`src/rtl/piso_pkg.sv`:
```
// piso_pkg: shared types and constants for the parallel-in/serial-out
// serializer.
//   piso_state_e - serializer control state (IDLE, SHIFT)
//   ORDER_LSB    - order value meaning "least significant bit first"
//   ORDER_MSB    - order value meaning "most significant bit first"
package piso_pkg;

  typedef enum logic {
    IDLE  = 1'b0,
    SHIFT = 1'b1
  } piso_state_e;

  localparam logic ORDER_LSB = 1'b0;
  localparam logic ORDER_MSB = 1'b1;

endpackage : piso_pkg

```
`src/rtl/piso_bit_counter.sv`:
```
// piso_bit_counter: frame bit counter with synchronous clear, count enable
// and a terminal-count compare.
//   clk      - rising-edge clock
//   rst_n    - asynchronous active-low reset (count returns to 0)
//   clear    - synchronous clear to 0, wins over enable
//   enable   - increment by one at this edge
//   cnt      - current count
//   last_bit - high while cnt equals LAST (the index of the final frame bit)
module piso_bit_counter #(
  parameter int              CNT_W = 3,
  parameter logic [CNT_W-1:0] LAST = '1
) (
  input  logic             clk,
  input  logic             rst_n,
  input  logic             clear,
  input  logic             enable,
  output logic [CNT_W-1:0] cnt,
  output logic             last_bit
);

  always_ff @(posedge clk or negedge rst_n) begin
    if (!rst_n) begin
      cnt <= '0;
    end else if (clear) begin
      cnt <= '0;
    end else if (enable) begin
      cnt <= cnt + 1'b1;
    end
  end

  assign last_bit = (cnt == LAST);

endmodule : piso_bit_counter

```
`src/rtl/piso_serializer.sv`:
```
// piso_serializer: parallel-in/serial-out serializer with a valid/ready load
// port, shift-enable stalling and a per-frame bit order.
//
// Optional feature macro: PISO_PARITY_EN. When defined, an even-parity bit
// (^load_data) is appended after the data bits, making a frame WIDTH+1 bits.
//
// Ports:
//   clk        - rising-edge clock
//   rst_n      - asynchronous active-low reset; aborts any frame in flight
//   load_valid - upstream presents a word on load_data
//   load_ready - block can accept a word this cycle (combinational)
//   load_data  - WIDTH-bit parallel word
//   msb_first  - bit order for the word being loaded (1 = MSB first)
//   shift_en   - advance to the next bit at this edge; low stalls the frame
//   ser_out    - current serial bit (0 when idle)
//   ser_valid  - ser_out holds a frame bit
//   busy       - frame in progress
//   done       - one-cycle pulse after the edge that consumed the last bit
//   fsm_state  - current control state, for observation
//
// Handshake: a word transfers at a rising edge where load_valid and
// load_ready are both high. load_ready is also high during the final enabled
// bit of a frame, so a new word can follow with no idle cycle. load_valid
// with load_ready low is simply ignored; upstream must hold its word until
// the transfer edge.
module piso_serializer
  import piso_pkg::*;
#(
  parameter  int WIDTH = 4,
  localparam int CNT_W = $clog2(WIDTH + 1)
) (
  input  logic             clk,
  input  logic             rst_n,
  input  logic             load_valid,
  output logic             load_ready,
  input  logic [WIDTH-1:0] load_data,
  input  logic             msb_first,
  input  logic             shift_en,
  output logic             ser_out,
  output logic             ser_valid,
  output logic             busy,
  output logic             done,
  output piso_state_e      fsm_state
);

`ifdef PISO_PARITY_EN
  localparam int FRAME_LEN = WIDTH + 1;
`else
  localparam int FRAME_LEN = WIDTH;
`endif

  localparam logic [CNT_W-1:0] LAST_CNT = CNT_W'(FRAME_LEN - 1);

  piso_state_e          state, next_state;
  logic [FRAME_LEN-1:0] shreg;
  logic [FRAME_LEN-1:0] load_img;
  logic                 order;
  logic [CNT_W-1:0]     cnt;
  logic                 last_bit;
  logic                 shifting;
  logic                 accept;
  logic                 frame_end;

  // The parity bit rides in the shift register beyond the data bits on the
  // side opposite the output end, so it simply falls out after the last
  // data bit for either bit order.
`ifdef PISO_PARITY_EN
  logic parity;
  assign parity   = ^load_data;
  assign load_img = (msb_first == ORDER_MSB) ? {load_data, parity}
                                             : {parity, load_data};
`else
  assign load_img = load_data;
`endif

  piso_bit_counter #(
    .CNT_W (CNT_W),
    .LAST  (LAST_CNT)
  ) u_bit_counter (
    .clk      (clk),
    .rst_n    (rst_n),
    .clear    (accept || frame_end),
    .enable   (shifting),
    .cnt      (cnt),
    .last_bit (last_bit)
  );

  // State register.
  always_ff @(posedge clk or negedge rst_n) begin
    if (!rst_n) begin
      state <= IDLE;
    end else begin
      state <= next_state;
    end
  end

  // Next state, handshake and status outputs.
  always_comb begin
    shifting   = 1'b0;
    frame_end  = 1'b0;
    load_ready = 1'b0;
    accept     = 1'b0;
    ser_valid  = 1'b0;
    busy       = 1'b0;
    next_state = state;
    case (state)
      IDLE: begin
        load_ready = 1'b1;
        accept     = load_valid;
        if (accept) next_state = SHIFT;
      end
      SHIFT: begin
        ser_valid  = 1'b1;
        busy       = 1'b1;
        shifting   = shift_en;
        frame_end  = shift_en && last_bit;
        load_ready = frame_end;
        accept     = load_valid && frame_end;
        if (frame_end) next_state = accept ? SHIFT : IDLE;
      end
      default: next_state = IDLE;
    endcase
  end

  // Shift register, latched order and done pulse.
  always_ff @(posedge clk or negedge rst_n) begin
    if (!rst_n) begin
      shreg <= '0;
      order <= ORDER_LSB;
      done  <= 1'b0;
    end else begin
      done <= frame_end;
      if (accept) begin
        shreg <= load_img;
        order <= msb_first;
      end else if (shifting) begin
        if (order == ORDER_MSB) shreg <= {shreg[FRAME_LEN-2:0], 1'b0};
        else                    shreg <= {1'b0, shreg[FRAME_LEN-1:1]};
      end
    end
  end

  assign ser_out   = (state == SHIFT) &&
                     ((order == ORDER_MSB) ? shreg[FRAME_LEN-1] : shreg[0]);
  assign fsm_state = state;

endmodule : piso_serializer
```
`config.mk`:
```
export PLATFORM = sky130hd
export DESIGN_NAME = piso_serializer
export DESIGN_NICKNAME = d
export VERILOG_FILES = /design/src/rtl/piso_pkg.sv /design/src/rtl/piso_bit_counter.sv /design/src/rtl/piso_serializer.sv
export SDC_FILE = /design/constraint.sdc
export NUM_CORES = 1
export LEC_CHECK = 0
export CAP_MARGIN = 0
export CELL_PAD_IN_SITES_DETAIL_PLACEMENT = 1
export CELL_PAD_IN_SITES_GLOBAL_PLACEMENT = 1
export CORE_AREA = 2 2 44 46
export DETAILED_ROUTE_END_ITERATION = 7
export DIE_AREA = 0 0 46 48
export MAX_ROUTING_LAYER = met4
export PLACE_DENSITY_LB_ADDON = 0.1
export SYNTH_ARGS = -nofsm -noshare
export SYNTH_HDL_FRONTEND = slang
export SYNTH_SLANG_ARGS = --single-unit
```
`constraint.sdc`:
```
create_clock -name clk -period 2.5 [get_ports clk]
set_clock_uncertainty 0.15 [all_clocks]
set_input_delay 0.375 -clock clk [delete_from_list [all_inputs] [get_ports clk]]
set_output_delay 0.375 -clock clk [all_outputs]
set_load 0.005 [all_outputs]
```
==> results.yml <==
critical_path:
  crit_required_ns: 1.98
  crit_type: "flip-flop to output pin"
  regToRegSetupSlack_ns: 0.58
  crit_fanout: 3
  crit_path_end_kind: "output pin"
  cp-start-kind: "flip-flop"
  cp.arrival_ns: 1.74
sta:
  timing.setup.tns_ns: 0
  drv_slew: 0
  setup_viol: 0
  relSlewSlack_pct: 70.20
  finalCritPeriodShare_pct: 90.62
  tightest_slew_ns: 0.4383
  fin_crit_ns: 2.265
  maxClockFrequency_mhz: 441.4
  rsz0062_at_grt: "false"
  finalWorstSetupSlack_ns: 0.2346
  hold_viol: 0
placed_design:
  portBuffers: 14
  dpl.hpwl_um: 907.4
  place_ws_ns: 0.4527
  gp_congestion: 0.6642
global_route:
  busiest_layer: "met2"
  grtUsageTotal_pct: 13.68
  use_met1_pct: 18.16
  grt_pass1_wl_um: 1987
  antenna_found_initial: 0
  use_met2_pct: 20.00
  gr-total-overflow: 0
  grt_max_degree: 12
  grt_pass1_vias: 445
  use_met3_pct: 3.396
final_layout:
  layout.nets: 83
  n_fill_cell: 199
  antennaDiodeCount: 0
  drive_gt1_share_pct: 15.71
  syn2layout_area_growth_pct: 27.35
  layout_commonest_cell: "clkdlybuf4s50_1"
  final_cell_mix: "clkdlybuf4s50_1 (14), dfrtp_1 (10), inv_1 (5)"
yosys:
  async_flop_share_pct: 100.0
  syn_area_per_cell_um2: 10.46
  synth-main-ff-cell: "dfrtp_1"
  synth_cell_types: 25
  synthesis.nets: 67
  synth_top_area_cell: "dfrtp_1"
  synth_top_family_by_area: "compound AO/OA/AOI/OAI gates"
  synth_xor_area_share_pct: 0
  syn-cell-area_um2: 585.6
  synth_simple_gate_area_share_pct: 14.74
  synth-edff-count: 0
  synthCells: 56
  yosysTopAreaCellShare_pct: 42.74
  yosysWarnings: 0
  seq_area_frac_synth_pct: 42.74
  synthMuxAreaShare_pct: 7.692
  synthAdderAreaFrac_pct: 4.274
  synth-seq-cells: 10
  synthTopCellsByArea: "dfrtp_1 (43%), a22o_1 (4.5%), ha_1 (4.3%)"
  synth-compound-area-share_pct: 19.44
pwr:
  p_leak_nw: 0.3508
  vdd_drop_max_mv: 0.2713
  power_density_nw_per_um2: 883.1
cts:
  cts_tree: "done"
  cts_resized: 0
  cts.sinks: 10
  clock-root-buffer: "clkbuf_4"
  clkTransAtPathRegs_ns: 0.07
  cts_hold_buf: 0
  cts-htree-levels: 1
  clk_latency_ns: 0.25
  post_cts_buffers: 0
  clockBufferDepth: 2
  cts_buffers: 3
floorplan:
  coreArea_um2: 1689
  fp.dieW_um: 46
  die_area_um2: 2208
  rows: 15
  die_h_um: 48
  num_io_pins: 15
  start_util_pct: 34.67
drt:
  totalWireLength_um: 1185
  viasPerCell: 5.437
  first_iter_violations: 4
  wl_per_cell_um: 13.62
  drc_errors: 0
  ant_nets: 0
  vias: 473
  drtPass1Iterations: 4
flow_run:
  max_cap_violations: 0
run_status:
  status: "finished clean"
worst_hold_path:
  hold_path_class: "input port to async pin"
## sequential cells by signal, summed over array words and instances, names as in the netlist
signal	count
shreg	4
u_bit_counter.cnt	3
done	1
fsm_state	1
order	1
## cell type report
cell class                 instances  area [um^2]  share of cell area (%)
multi-input combinational         35        270.3                   36.24
sequential                        10        250.2                   33.56
tap                               17        21.27                   2.852
clock buffer                       3        22.52                   3.020
inverter                           5        18.77                   2.517
timing repair buffer              17        162.7                   21.81
## path summary, 6_finish.rpt
| kind | endpoint | startpoint | cells past startpoint |
|---|---|---|---|
| max | load_ready | u_bit_counter.cnt[0] | 4 |
| min | shreg[0] | rst_n | 1 |
| max reg2reg | order | u_bit_counter.cnt[0] | 6 |
| min reg2reg | shreg[2] | shreg[2] | 2 |
| min in group clk | shreg[2] | shreg[2] | 2 |
| max in group asynchronous | u_bit_counter.cnt[1] | rst_n | 1 |
## stage by stage
stage | power (mW) | util (%) | instance area [um^2] | std cells | hold slack (ns)
finish | 0.6586 | 44.15 | 745.7 | 87 | 0.2843
detailed placement | 0.5554 | 42.81 | 723.2 | 84 | 0.3469
CTS | 0.6674 | 44.15 | 745.7 | 87 | 0.3112
global route | 0.7195 | 44.15 | 745.7 | 87 | 0.3230
floorplan | 0.4652 | - | 585.6 | 56 | -0.07059
global placement | 0.5459 | 42.81 | 723.2 | 84 | 0.3346
## synthesized netlist by cell type (2+ instances only)
| cell type | n |
|---|---|
| o22ai_1 | 2 |
| nand2_1 | 4 |
| inv_1 | 5 |
| mux2i_1 | 2 |
| nor2b_1 | 3 |
| buf_6 | 2 |
| a221o_1 | 2 |
| dfrtp_1 | 10 |
| a31o_2 | 2 |
| a22o_1 | 3 |
| ha_1 | 2 |
| and3_1 | 2 |
| o21ai_0 | 2 |
| nor2_1 | 2 |
| a221oi_1 | 2 |
| buf_4 | 2 |
## routing by layer
layer	wire length [um]	up-vias
met2	553	14
met3	55	2
met1	565	229
li1	-	228
met4	10	0
met5	0	-
## critical path, cell delays in order (launching register included)
cell,delay [ns]
dfrtp_1,0.41
ha_1,0.21
ha_1,0.20
a21bo_1,0.21
clkdlybuf4s50_1,0.45
## where the power goes
group / switching (mW) / internal, mW / total [mW] / leakage (nW)
Clock: 0.0540 / 0.0554 / 0.109 / 0.0138
Sequential: 0.0605 / 0.219 / 0.279 / 0.126
Combinational: 0.102 / 0.168 / 0.270 / 0.211
## cells by family (layout without fill, tap and decap cells)
family / count (synthesis) / in the layout
AND/OR/NAND/NOR: 15 / 15
AO/OA/AOI/OAI: 14 / 14
buffers and inverters: 11 / 25
flip-flops: 10 / 10
multiplexers: 4 / 4
adder cells (fa/ha/maj): 2 / 2
Power figures use the tool's default switching activity.
